<file path="config.mk">
export PLATFORM = sky130hd
export DESIGN_NAME = slice_sched
export DESIGN_NICKNAME = d
export VERILOG_FILES = /design/src/rtl/slice_pkg.sv /design/src/rtl/slice_fifo.sv /design/src/rtl/slice_sched.sv
export SDC_FILE = /design/constraint.sdc
export NUM_CORES = 1
export LEC_CHECK = 0
export CORE_MARGIN = 2
export CORE_UTILIZATION = 50
export DETAILED_ROUTE_END_ITERATION = 6
export GPL_TIMING_DRIVEN = 1
export HOLD_SLACK_MARGIN = 0.02
export MAX_ROUTING_LAYER = met4
export PLACE_DENSITY = 0.73
export REMOVE_ABC_BUFFERS = 1
export SLEW_MARGIN = 30
export SYNTH_ARGS = -nofsm -noshare
export SYNTH_HDL_FRONTEND = slang
export SYNTH_SLANG_ARGS = --single-unit
</file>
<file path="constraint.sdc">
create_clock -name clk -period 4.6 [get_ports clk]
set_clock_uncertainty 0.05 [all_clocks]
set_input_delay 0.46 -clock clk [delete_from_list [all_inputs] [get_ports clk]]
set_output_delay 0.46 -clock clk [all_outputs]
set_load 0.01 [all_outputs]
</file>
<file path="src/rtl/slice_pkg.sv">
`default_nettype none
// +------------------------------------------------------------------------+
// | Module   : slice_pkg                                                   |
// | Purpose  : shared types and helpers for the space-to-depth scheduler   |
// | Revision : 1.0                                                         |
// +------------------------------------------------------------------------+
package slice_pkg;

  typedef enum logic [1:0] {
    ST_IDLE  = 2'd0,
    ST_RUN   = 2'd1,
    ST_DRAIN = 2'd2,
    ST_DONE  = 2'd3
  } state_t;

  // Phase = {row parity, column parity} of the source pixel
  localparam logic [1:0] C_PH_EE = 2'd0;
  localparam logic [1:0] C_PH_EO = 2'd1;
  localparam logic [1:0] C_PH_OE = 2'd2;
  localparam logic [1:0] C_PH_OO = 2'd3;

  // Ceiling log2, never less than 1 so it can size a vector directly
  function automatic int clog2(input int value);
    int r;
    r = 0;
    while ((1 << r) < value) r++;
    return (r < 1) ? 1 : r;
  endfunction

endpackage
`default_nettype wire

</file>
<file path="src/rtl/slice_fifo.sv">
`default_nettype none
// +------------------------------------------------------------------------+
// | Module   : slice_fifo                                                  |
// | Purpose  : synchronous show-ahead FIFO, head entry visible on dout     |
// | Revision : 1.0                                                         |
// +------------------------------------------------------------------------+
module slice_fifo
  import slice_pkg::*;
#(
  parameter int WIDTH = 8,
  parameter int DEPTH = 3
) (
  input  logic                       clk,
  input  logic                       rstn,
  input  logic                       push,
  input  logic [WIDTH-1:0]           din,
  input  logic                       pop,
  output logic [WIDTH-1:0]           dout,
  output logic                       empty,
  output logic                       full,
  output logic [clog2(DEPTH+1)-1:0]  count
);

  localparam int PW = clog2(DEPTH);
  localparam int CW = clog2(DEPTH + 1);

  logic [WIDTH-1:0] r_mem [DEPTH];
  logic [PW-1:0]    r_wr_ptr;
  logic [PW-1:0]    r_rd_ptr;
  logic [CW-1:0]    r_count;
  logic             w_do_push;
  logic             w_do_pop;

  // Depth need not be a power of two, so pointers wrap explicitly
  function automatic logic [PW-1:0] ptr_inc(input logic [PW-1:0] p);
    return (p == PW'(DEPTH - 1)) ? '0 : p + PW'(1);
  endfunction

  assign w_do_push = push & ~full;
  assign w_do_pop  = pop & ~empty;

  always_ff @(posedge clk or negedge rstn) begin
    if (!rstn) begin
      r_wr_ptr <= '0;
      r_rd_ptr <= '0;
      r_count  <= '0;
      for (int i = 0; i < DEPTH; i++) r_mem[i] <= '0;
    end else begin
      if (w_do_push) begin
        r_mem[r_wr_ptr] <= din;
        r_wr_ptr        <= ptr_inc(r_wr_ptr);
      end
      if (w_do_pop) r_rd_ptr <= ptr_inc(r_rd_ptr);
      if (w_do_push && !w_do_pop)      r_count <= r_count + CW'(1);
      else if (!w_do_push && w_do_pop) r_count <= r_count - CW'(1);
    end
  end

  assign dout  = r_mem[r_rd_ptr];
  assign empty = (r_count == '0);
  assign full  = (r_count == CW'(DEPTH));
  assign count = r_count;

endmodule
`default_nettype wire

</file>
<file path="src/rtl/slice_sched.sv">
`default_nettype none
// +------------------------------------------------------------------------+
// | Module   : slice_sched                                                 |
// | Purpose  : address-generating space-to-depth slice sequencer           |
// | Revision : 1.0                                                         |
// +------------------------------------------------------------------------+
module slice_sched
  import slice_pkg::*;
#(
  parameter int LAYER_num       = 1,
  parameter int WIDTH_in_data   = 160,
  parameter int WIDTH_each_data = 16,
  parameter int RD_LAT          = 1,
  parameter int ADDR_W          = 16
) (
  input  logic                          clk,
  input  logic                          rstn,
  input  logic                          start,
  output logic                          busy,
  output logic                          done,
  output logic                          rd_en,
  output logic [ADDR_W-1:0]             rd_addr,
  input  logic [WIDTH_each_data-1:0]    rd_data,
  output logic                          out_valid,
  input  logic                          out_ready,
  output logic [WIDTH_each_data-1:0]    out_data,
  output logic [1:0]                    out_phase,
  output logic [clog2(LAYER_num)-1:0]   out_layer,
  output logic                          out_last,
  output logic                          out_frame_last
);

  localparam int WIDTH_out_data = WIDTH_in_data / 2;
  localparam int FIFO_DEPTH     = RD_LAT + 2;
  localparam int LW             = clog2(LAYER_num);
  localparam int MW             = clog2(WIDTH_out_data);
  localparam int OW             = clog2(FIFO_DEPTH + 1);
  localparam int TW             = 2 + LW + 2;
  localparam int EW             = WIDTH_each_data + TW;

  localparam logic [ADDR_W-1:0] c_plane = ADDR_W'(WIDTH_in_data * WIDTH_in_data);
  localparam logic [ADDR_W-1:0] c_row   = ADDR_W'(WIDTH_in_data);

  state_t            r_state;
  state_t            w_state_next;
  logic [1:0]        r_phase;
  logic [LW-1:0]     r_layer;
  logic [MW-1:0]     r_m;
  logic [MW-1:0]     r_n;
  logic [OW-1:0]     r_outst;
  logic [OW-1:0]     w_outst_next;
  logic              w_rd_en;
  logic              w_busy;
  logic              w_done;
  logic              w_drained;
  logic              w_n_last;
  logic              w_m_last;
  logic              w_layer_last;
  logic              w_phase_last;
  logic              w_frame_last;
  logic [TW-1:0]     w_tag;
  logic [ADDR_W-1:0] w_addr;
  logic [RD_LAT-1:0] r_vld_pipe;
  logic [TW-1:0]     r_tag_pipe [RD_LAT];
  logic              w_push;
  logic              w_pop;
  logic              w_fifo_empty;
  logic              w_fifo_full;
  logic [OW-1:0]     w_fifo_count;
  logic [EW-1:0]     w_fifo_dout;

  assign w_n_last     = (r_n == MW'(WIDTH_out_data - 1));
  assign w_m_last     = (r_m == MW'(WIDTH_out_data - 1));
  assign w_layer_last = (r_layer == LW'(LAYER_num - 1));
  assign w_phase_last = w_layer_last & w_m_last & w_n_last;
  assign w_frame_last = w_phase_last & (r_phase == C_PH_OO);
  assign w_tag        = {r_phase, r_layer, w_phase_last, w_frame_last};

  // {m, phase bit} is 2m + parity, i.e. the source row/column directly
  assign w_addr = ADDR_W'(r_layer) * c_plane
                + ADDR_W'({r_m, r_phase[1]}) * c_row
                + ADDR_W'({r_n, r_phase[0]});

  always_ff @(posedge clk or negedge rstn) begin
    if (!rstn) begin
      r_phase <= C_PH_EE;
      r_layer <= '0;
      r_m     <= '0;
      r_n     <= '0;
    end else if (r_state == ST_IDLE && start) begin
      r_phase <= C_PH_EE;
      r_layer <= '0;
      r_m     <= '0;
      r_n     <= '0;
    end else if (w_rd_en) begin
      if (w_n_last) begin
        r_n <= '0;
        if (w_m_last) begin
          r_m <= '0;
          if (w_layer_last) begin
            r_layer <= '0;
            r_phase <= r_phase + 2'd1;
          end else begin
            r_layer <= r_layer + LW'(1);
          end
        end else begin
          r_m <= r_m + MW'(1);
        end
      end else begin
        r_n <= r_n + MW'(1);
      end
    end
  end

  // Reads issued but not yet popped; bounds FIFO occupancy by construction
  always_comb begin
    w_outst_next = r_outst;
    if (w_rd_en && !w_pop)      w_outst_next = r_outst + OW'(1);
    else if (!w_rd_en && w_pop) w_outst_next = r_outst - OW'(1);
  end

  always_ff @(posedge clk or negedge rstn) begin
    if (!rstn) r_outst <= '0;
    else       r_outst <= w_outst_next;
  end

  always_ff @(posedge clk or negedge rstn) begin
    if (!rstn) begin
      r_vld_pipe <= '0;
      for (int i = 0; i < RD_LAT; i++) r_tag_pipe[i] <= '0;
    end else begin
      r_vld_pipe[0] <= w_rd_en;
      r_tag_pipe[0] <= w_tag;
      for (int i = 1; i < RD_LAT; i++) begin
        r_vld_pipe[i] <= r_vld_pipe[i-1];
        r_tag_pipe[i] <= r_tag_pipe[i-1];
      end
    end
  end

  assign w_push = r_vld_pipe[RD_LAT-1];
  assign w_pop  = ~w_fifo_empty & out_ready;

  slice_fifo #(
    .WIDTH (EW),
    .DEPTH (FIFO_DEPTH)
  ) u_fifo (
    .clk   (clk),
    .rstn  (rstn),
    .push  (w_push),
    .din   ({rd_data, r_tag_pipe[RD_LAT-1]}),
    .pop   (w_pop),
    .dout  (w_fifo_dout),
    .empty (w_fifo_empty),
    .full  (w_fifo_full),
    .count (w_fifo_count)
  );

  // Looks one cycle ahead so DONE follows the final handshake directly
  assign w_drained = (r_vld_pipe == '0) && (w_fifo_count == OW'(w_pop));

  always_ff @(posedge clk or negedge rstn) begin
    if (!rstn) r_state <= ST_IDLE;
    else       r_state <= w_state_next;
  end

  always_comb begin
    w_state_next = r_state;
    w_rd_en      = 1'b0;
    w_busy       = 1'b1;
    w_done       = 1'b0;
    case (r_state)
      ST_IDLE: begin
        w_busy = 1'b0;
        if (start) w_state_next = ST_RUN;
      end
      ST_RUN: begin
        w_rd_en = (r_outst < OW'(FIFO_DEPTH)) & ~w_fifo_full;
        if (w_rd_en && w_frame_last) w_state_next = ST_DRAIN;
      end
      ST_DRAIN: begin
        if (w_drained) w_state_next = ST_DONE;
      end
      ST_DONE: begin
        w_done       = 1'b1;
        w_state_next = ST_IDLE;
      end
      default: w_state_next = ST_IDLE;
    endcase
  end

  assign busy      = w_busy;
  assign done      = w_done;
  assign rd_en     = w_rd_en;
  assign rd_addr   = w_rd_en ? w_addr : '0;
  assign out_valid = ~w_fifo_empty;
  assign {out_data, out_phase, out_layer, out_last, out_frame_last} = w_fifo_dout;

endmodule
`default_nettype wire
</file>
# Word level (Yosys, flattened, before mapping)
# Cells that the tools add are included.
dict set report classes {
  n_mul 2
  n_reduce_logical 23
  order_cmp 4
  mux 37
  eq_ne 14
  n_bitwise 13
  n_addsub 12
}
# operator count
set ops {}
lappend ops {{bitwise mux 63 bit} 1}
lappend ops {{two-way mux 21 bit} 3}
lappend ops {{two-way mux 7 bit} 7}
lappend ops {{binary-select mux 21 bit (select 2 bit)} 1}
lappend ops {{demux 21 bit (select 2 bit)} 1}
lappend ops {{two-way mux 2 bit} 14}
lappend ops {{adder 16 bit} 1}
lappend ops {{adder 16 x 8 -> 16 bit} 1}
lappend ops {{two-way mux 16 bit} 1}
lappend ops {{adder 7 x 1 -> 7 bit (second input constant)} 2}
lappend ops {{== test 7 bit (second input constant)} 2}
lappend ops {{== test 2 bit (second input constant)} 6}
lappend ops {{multiplier 8 x 3 -> 11 bit (second input constant)} 1}
lappend ops {{adder 2 x 1 -> 2 bit (second input constant)} 5}
lappend ops {{nonzero test 2 bit} 5}
lappend ops {{logical AND 1 bit} 8}
lappend ops {{two-way mux 1 bit} 8}
lappend ops {{case mux 2 bit (4 select lines)} 1}
lappend ops {{bitwise AND 1 bit} 7}
lappend ops {{greater-or-equal comparator 3 bit (second input constant)} 2}
lappend ops {{multiplier 1 x 5 -> 6 bit (second input constant)} 1}
lappend ops {{inequality test 2 bit (second input constant)} 3}
lappend ops {{inverter 2 -> 3 bit} 2}
lappend ops {{AND reduction 3 bit} 2}
lappend ops {{12 further kinds} 20}
dict set report totals {
  output_inout_bits 41
  elab_cells 119
  register_bits 96
}

# Depth between registers and ports, before layout
# Gate-level depths: netlist of run 1.
dict set report depth {
  ltp_word 8
  depth_mapped 8
}

# Cells and area by module
# Synthesis of run 1 repeated with hierarchy kept, for this count alone.
dict set report hier_totals {
  hier_cells 457
  hier_area_um2 5172.5
}
# module area_per_inst_um2 seq_area_each_um2 cells_per_inst instances
set modules_own_cells {}
lappend modules_own_cells {slice_fifo 3141.8 1726.7 231 1}
lappend modules_own_cells {slice_sched 2030.7 625.6 226 1}

# Least setup slack after synthesis of run 1
# OpenSTA, ideal clock, no wires.
dict set report synth_timing {
  path_type {register to output}
  startpoint {register r_m[0]}
  endpoint {output port rd_addr[14]}
  slack_ns 1.743
  arrival_ns 2.347
  path_stages_with_launch 9
  t_required_ns 4.090
  path_cell_list {dfrtp_1 -> ha_1 -> ha_1 -> fa_1 -> nand3_1 -> nand4bb_1 -> mux2_2 -> a21oi_1 -> mux2i_1}
}
dict set report synth_via {
  elab_chain_len 4
}
# item line_no
set synth_rtl {}
lappend synth_rtl {{start: declaration} slice_sched.sv:48} ;# logic [MW-1:0] r_m;
lappend synth_rtl {{start signal: assignment} slice_sched.sv:107} ;# r_m <= r_m + MW'(1);
lappend synth_rtl {{multiplier 8 x 3 -> 11 bit} slice_sched.sv:81} ;# + ADDR_W'({r_m, r_phase[1]}) * c_row
lappend synth_rtl {{adder 16 bit} slice_sched.sv:81}
lappend synth_rtl {{adder 16 x 8 -> 16 bit} slice_sched.sv:82} ;# + ADDR_W'({r_n, r_phase[0]});
lappend synth_rtl {{two-way mux 16 bit} slice_sched.sv:195} ;# assign rd_addr = w_rd_en ? w_addr : '0;
lappend synth_rtl {{end: declaration} slice_sched.sv:22} ;# output logic [ADDR_W-1:0] rd_addr,
# Every way passes these cells.

# Worst setup path in the final report of run 1
dict set report layout_timing {
  startpoint {register r_m[0]}
  endpoint {output port rd_addr[15]}
}
# Same word-level chain as after synthesis.

==> key figures, run 1 <==
Critical path
  • Slowest library cell on the worst path: fa_1
  • Crit-path max cell delay: 0.56 ns
  • Cells along the critical path: ha_1 -> ha_1 -> fa_1 -> nand2_1 -> nor3_1 -> nand3_1 -> a21oi_1 -> a32o_1 -> clkdlybuf4s50_1
  • CP max FO: 7
  • Crit path depth: 9
  • CP Buf/Inv Count: 1
  • Worst reg2reg path depth: 7
  • Startpoint types: flip-flop
  • Req. time, crit path: 4.09 ns
  • Crit path from: r_m[0]$_DFFE_PN0P_
  • CP Class: flip-flop to output port
  • RR Startpoint: r_state[1]$_DFFE_PN0P_
  • CP Data Arrival Time: 3.36 ns
  • Largest delay share family, worst path: adder cells
  • Endpoint type of the worst setup path: output port
  • Most frequent cell on the critical path: ha_1

Yosys
  • Post-synth top area cell: dfrtp_1
  • Number of synthesized flops with an enable pin: 0
  • Yosys reg bits: 91
  • Area contributors post-synth: dfrtp_1 46%, mux2_2 14%, ha_1 6.4%
  • Synth Warn #: 0
  • Top-area cell type share of the netlist area: 46.5%
  • Distinct cell type count after synthesis: 52
  • Post-synthesis async set-or-reset flop share: 100%
  • Mapped cell area: 4900 um^2
  • Mapped Cells: 445
  • Commonest cells in the netlist: 91 x dfrtp_1, 63 x mux2_2, 46 x nand2_1
  • Most frequent cell after synthesis: dfrtp_1
  • Syn avg cell area: 11.0 um^2
  • Post-synth top flop: dfrtp_1
  • Register area share after synthesis: 46.5%

Clock tree
  • Clock Tree Buf Depth: 2
  • Clock Sinks: 91
  • CTS tree: yes
  • Worst-Skew Late Latency: 0.35 ns
  • # Post-CTS Setup Buffers: 0
  • CTS root buf: clkbuf_8
  • Cts bufs inserted: 9
  • Clock Pin Slew Worst Setup and Hold Paths: 0.09 ns
  • CTS Hold Bufs: 0
  • H-tree levels: 3
  • Post_cts resized: 0

Detailed routing
  • Vias: 3513
  • DRC viols: 0
  • Mean number of vias per cell: 5.49
  • Initial DRC count: 97
  • WL per Instance: 15.4 um
  • Number of nets with antenna violations after routing: 0
  • Final WL: 9840 um
  • First-pass iteration count of the detailed router: 4

Global route
  • First-pass GRT wire length: 16600 um
  • Gr usage total: 20.4%
  • Vias in the first global route: 3555
  • Initial antenna violation count: 0
  • Largest net degree at the start of global routing: 56
  • Total grt overflow: 0

Pwr
  • Peak supply drop: 0.393 mV
  • Internal power: 2.39 mW
  • Flop pwr share: 35.7%
  • Switching share of power: 36.5%
  • Power per Cell Area: 646 nW/um^2
  • Clock share of power: 14.4%
  • Psw: 1.38 mW
  • Tot Pwr: 3.77 mW
  • Leakage power: 2.53 nW
  • Combinational share of power: 49.9%

Run
  • Max Cap Violations: 0

Layout
  • FILL cells: 839
  • Layout cells sized above 1: 18.9%
  • Number of nets in the layout: 549
  • Layout area overhead: 19.0%
  • N_diodes: 0

Floorplan
  • I/O pin cnt: 61
  • Die Wd: 103 um
  • Starting density of the core: 50.8%
  • Die area: 10600 um^2
  • Die Y: 103 um
  • # rows: 36
  • Area of the core: 9640 um^2

STA
  • Final setup vio count: 0
  • Setup tns final: 0 ns
  • Fin. max-slew vios: 0
  • Post-route minimum period: 3.87 ns
  • Final hold vios: 0
  • Period Utilization, post-route: 84.1%
  • Max Clock Freq: 0.258 GHz
  • Slew @ Worst Pin: 0.923 ns
  • RSZ-0062 raised after global routing: false
  • Rel. slew slack: 38.3%

Place
  • GP Congestion: 0.837
  • DP HPWL: 6820 um
  • Port bufs: 59

Worst hold path
  • Worst min-delay path category: primary input to async pin

Run status
  • Status: finished, final reports clean
[cell type report]
| class | count | area (um^2) | share of cell area [%] |
|---|---|---|---|
| Clock buffer | 9 | 124 | 2.13 |
| Timing Repair Buffer | 65 | 637 | 10.9 |
| Tap cell | 133 | 166 | 2.86 |
| Sequential cell | 91 | 2280 | 39.1 |
| Clock inverter | 7 | 76.3 | 1.31 |
| Multi-Input combinational cell | 325 | 2510 | 43.0 |
| Inverter | 10 | 37.5 | 0.644 |
[sequential cells by signal, summed over array words and instances (netlist names), 4 cells and up]
register	flops
u_fifo.r_mem	60
r_m	7
r_n	7
r_tag_pipe	4
[cell families after synthesis]
logic type	synth area share [%]
compound gates	8.56
xor+xnor	2.86
fa+ha+maj	7.20
buf+inv	2.40
flops	46.5
mux	19.2
other cells	0.0766
simple gates	13.2
[metrics by stage]
step / cell area (um^2) / util (%) / setup slack, ns / hold slack (ns) / instances
6_report: 5830 / 60.4 / 0.729 / 0.0953 / 640
2_1_floorplan: 4820 / - / 1.74 / 0.114 / 426
5_1_grt: 5830 / 60.4 / 0.505 / 0.146 / 640
4_1_cts: 5830 / 60.4 / 0.712 / 0.107 / 640
3_5_place_dp: 5630 / 58.4 / 1.12 / 0.422 / 624
3_3_place_gp: 5610 / 58.2 / 1.17 / 0.410 / 623
[worst reg2reg max path: stages (launching register included)]
cell and delay [ns]:
dfrtp_1 0.40, inv_1 0.09, ha_1 0.31, nand2_1 0.43, clkinv_1 0.45, a21oi_1 0.54
o21ai_0 0.17, o41ai_1 0.08
[power groups by stage]
stage               sequential (mW)  combinational, mW  clock, mW
floorplan                      1.31               1.14          0
global placement               1.33               1.85          0
detailed placement             1.35               1.90          0
CTS                            1.34               1.91      0.558
global route                   1.38               2.08      0.587
finish                         1.34               1.88      0.543
[layer usage]
| metal | vias to the layer above | track usage, % | part of all wire [%] |
|---|---|---|---|
| met5 | - | - | 0 |
| met1 | 1740 | 25.9 | 46 |
| met3 | 8 | 2.71 | 3.4 |
| met4 | 0 | 4.66 | 0.69 |
| li1 | 1696 | - | - |
| met2 | 69 | 34.9 | 50 |
[path summary, 6_finish.rpt]
check,to,slack (ns)
max,rd_addr[15],0.73
min,u_fifo.r_mem[16]$_DFFE_PN0P_,0.1
max reg2reg,r_m[6]$_DFFE_PN0P_,1.99
min reg2reg,r_outst[1]$_DFFE_PN0P_,0.45
max in group asynchronous,u_fifo.r_mem[32]$_DFFE_PN0P_,3.47
min in group clk,r_outst[1]$_DFFE_PN0P_,0.45
[cells in the final DEF, fill, tap and decap left out, types with 2 or more instances in the layout]
master,n
dfrtp_1,91
o21bai_1,2
clkinvlp_4,2
clkbuf_8,9
buf_4,6
nor2_1,21
and3_1,9
o21ai_0,34
clkdlybuf4s50_1,58
o41ai_1,2
inv_1,9
a211oi_1,3
or2_2,3
mux2_2,63
a21oi_1,13
nand2_1,46
nand2b_1,3
nor2b_1,6
mux2i_1,22
a21o_1,5
ha_1,25
xor2_1,6
nor3b_1,3
inv_6,2
nor3_1,5
xnor2_1,10
and3_2,2
nand4_1,5
and2_1,4
nand3_1,9
o211ai_1,2
fa_1,2
Note: power is estimated with default switching activity, not from simulation.
==> inputs of run 2 (changes only) <==
Settings changed: PLACE_DENSITY 0.73 to 0.76.
Clock period 4.6 ns to 3.1 ns, I/O delays scaled along.
==> run 2 against run 1 <==
Sequential cell count unchanged; critical path depth unchanged; die area is the same; highest routed layer unchanged; clock power rose by 75%; non-clock buffer count increased by 27.
==> key figures, run 2 (synthesized netlist as in run 1, its figures left out) <==
Global route
  • Largest net degree at the start of global routing: 92
  • Vias in the first global route: 3636
  • First-pass GRT wire length: 17000 um
  • Total grt overflow: 0
  • Gr usage total: 21.2%
  • Initial antenna violation count: 0

Layout
  • Finished Core Util: 64.6%
  • Number of nets in the layout: 576
  • Highest-count cells in the layout ignoring fill and taps: 91 x dfrtp_1, 62 x mux2_2, 52 x clkdlybuf4s50_1
  • N_diodes: 0
  • Largest Register: u_fifo.r_mem
  • Layout area overhead: 27.1%
  • Biggest regs: u_fifo.r_mem: 60 flops, r_m: 7 flops, r_n: 7 flops
  • Largest register FFs: 60
  • Most common cell after layout, fill and taps aside: dfrtp_1
  • Layout cells sized above 1: 27.4%
  • Post-Layout Cell Count: 666

STA
  • Fin. max-slew vios: 0
  • Final Hold Slack: 0.457 ns
  • Max Clock Freq: 0.326 GHz
  • RSZ-0062 raised after global routing: true
  • Final hold vios: 0
  • Setup tns final: 0 ns
  • Period Utilization, post-route: 98.8%
  • Final setup vio count: 0
  • Post-route minimum period: 3.06 ns
  • Rel. slew slack: 46.0%
  • Slew @ Worst Pin: 0.810 ns

Critical path
  • Crit-path max cell delay: 0.45 ns
  • Req. time, crit path: 2.74 ns
  • CP Class: flip-flop to output port
  • Cells along the critical path: ha_1 -> ha_4 -> nand3_4 -> a2111oi_4 -> a211oi_2 -> buf_4 -> or2_4 -> mux2i_1 -> buf_2
  • CP Data Arrival Time: 2.70 ns
  • Endpoint type of the worst setup path: output port
  • R2R Setup Slk: 0.63 ns
  • CP Buf/Inv Count: 2
  • Startpoint types: flip-flop
  • CP max FO: 6
  • Largest delay share family, worst path: adder cells
  • Slowest library cell on the worst path: dfrtp_1

Detailed routing
  • Vias: 3693
  • First-pass iteration count of the detailed router: 4
  • Number of nets with antenna violations after routing: 0
  • Met2 WL: 5470 um
  • Mean number of vias per cell: 5.55
  • Max layer used: met4
  • Final WL: 10900 um
  • DRC viols: 0
  • Met3 WL: 439 um
  • Initial DRC count: 118
  • Metal-1 WL: 4840 um
  • WL per Instance: 16.4 um

Pwr
  • Switching share of power: 35.5%
  • Clock share of power: 16.1%
  • Psw: 2.10 mW
  • Power per Cell Area: 948 nW/um^2
  • Flop pwr share: 32.8%
  • Leakage power: 2.72 nW
  • Combinational share of power: 51.1%
  • Internal power: 3.81 mW
  • Peak supply drop: 0.577 mV

Floorplan
  • Starting density of the core: 50.8%
  • I/O pin cnt: 61
  • Area of the core: 9640 um^2
  • Die area: 10600 um^2
  • # rows: 36
  • Die Y: 103 um
  • Die Wd: 103 um

Clock tree
  • CTS tree: yes
  • Clock Pin Slew Worst Setup and Hold Paths: 0.09 ns
  • H-tree levels: 3
  • Clock Tree Buf Depth: 2
  • Worst-Skew Late Latency: 0.35 ns
  • Cts bufs inserted: 9
  • CTS root buf: clkbuf_8
  • Clock Sinks: 91

Place
  • Placed Cells incl. Taps: 644
  • DP HPWL: 7200 um
  • Port bufs: 59
  • GP Congestion: 0.826

Worst hold path
  • Worst min-delay path category: flip-flop to flip-flop

Run status
  • Status: finished, final reports clean

Run
  • Max Cap Violations: 0
## run 2: path summary, 6_finish.rpt
check,start,cells after the start,end
max in group asynchronous,rstn,2,u_fifo.r_mem[45]$_DFFE_PN0P_
hold / removal,r_outst[1]$_DFFE_PN0P_,1,r_outst[1]$_DFFE_PN0P_
setup / recovery,r_m[3]$_DFFE_PN0P_,9,rd_addr[14]
setup reg to reg,r_m[1]$_DFFE_PN0P_,7,r_state[1]$_DFFE_PN0P_
hold reg to reg,r_outst[1]$_DFFE_PN0P_,1,r_outst[1]$_DFFE_PN0P_
min in group asynchronous,rstn,2,u_fifo.r_mem[28]$_DFFE_PN0P_
## run 2: final cells by class
cell class / instances / area, um^2
Tap cell: 133 / 166
Multi-Input combinational cell: 325 / 2690
Fill cell: 810 / 3410
Inverter: 10 / 37.5
Clock inverter: 6 / 114
Timing Repair Buffer: 92 / 820
Sequential cell: 91 / 2280
Clock buffer: 9 / 124
## run 2: power groups by stage
| stage | logic, mW | registers (mW) | clock network, mW |
|---|---|---|---|
| 2_1_floorplan | 1.69 | 1.94 | 0 |
| 3_3_place_gp | 2.90 | 1.92 | 0 |
| 3_5_place_dp | 2.99 | 1.95 | 0 |
| 4_1_cts | 3.00 | 1.93 | 0.973 |
| 5_1_grt | 3.30 | 1.99 | 1.01 |
| 6_report | 3.01 | 1.94 | 0.952 |
## run 2: per-layer routing
layer / vias to the layer above / GRT usage (%)
li1: 1743 / -
met1: 1842 / 26.6
met2: 88 / 34.4
met3: 20 / 4.14
met4: 0 / 7.69
met5: - / -
## run 2: stage by stage
step | area, um^2 | worst slack [ns] | total power, mW
CTS | 6110 | -0.119 | 5.90
global placement | 5770 | -0.0130 | 4.81
finish | 6230 | 0.0369 | 5.90
floorplan | 4820 | 0.393 | 3.63
global route | 6230 | -0.0956 | 6.31
detailed placement | 5780 | -0.109 | 4.94
## run 2: what timing repair did
action	CTS	global route
buffers inserted	2	4
pin swaps	4	8
hold endpoints to repair	91	0
setup endpoints to repair	6	5
resized for setup	29	19
hold buffers	1	0
gates cloned	0	0
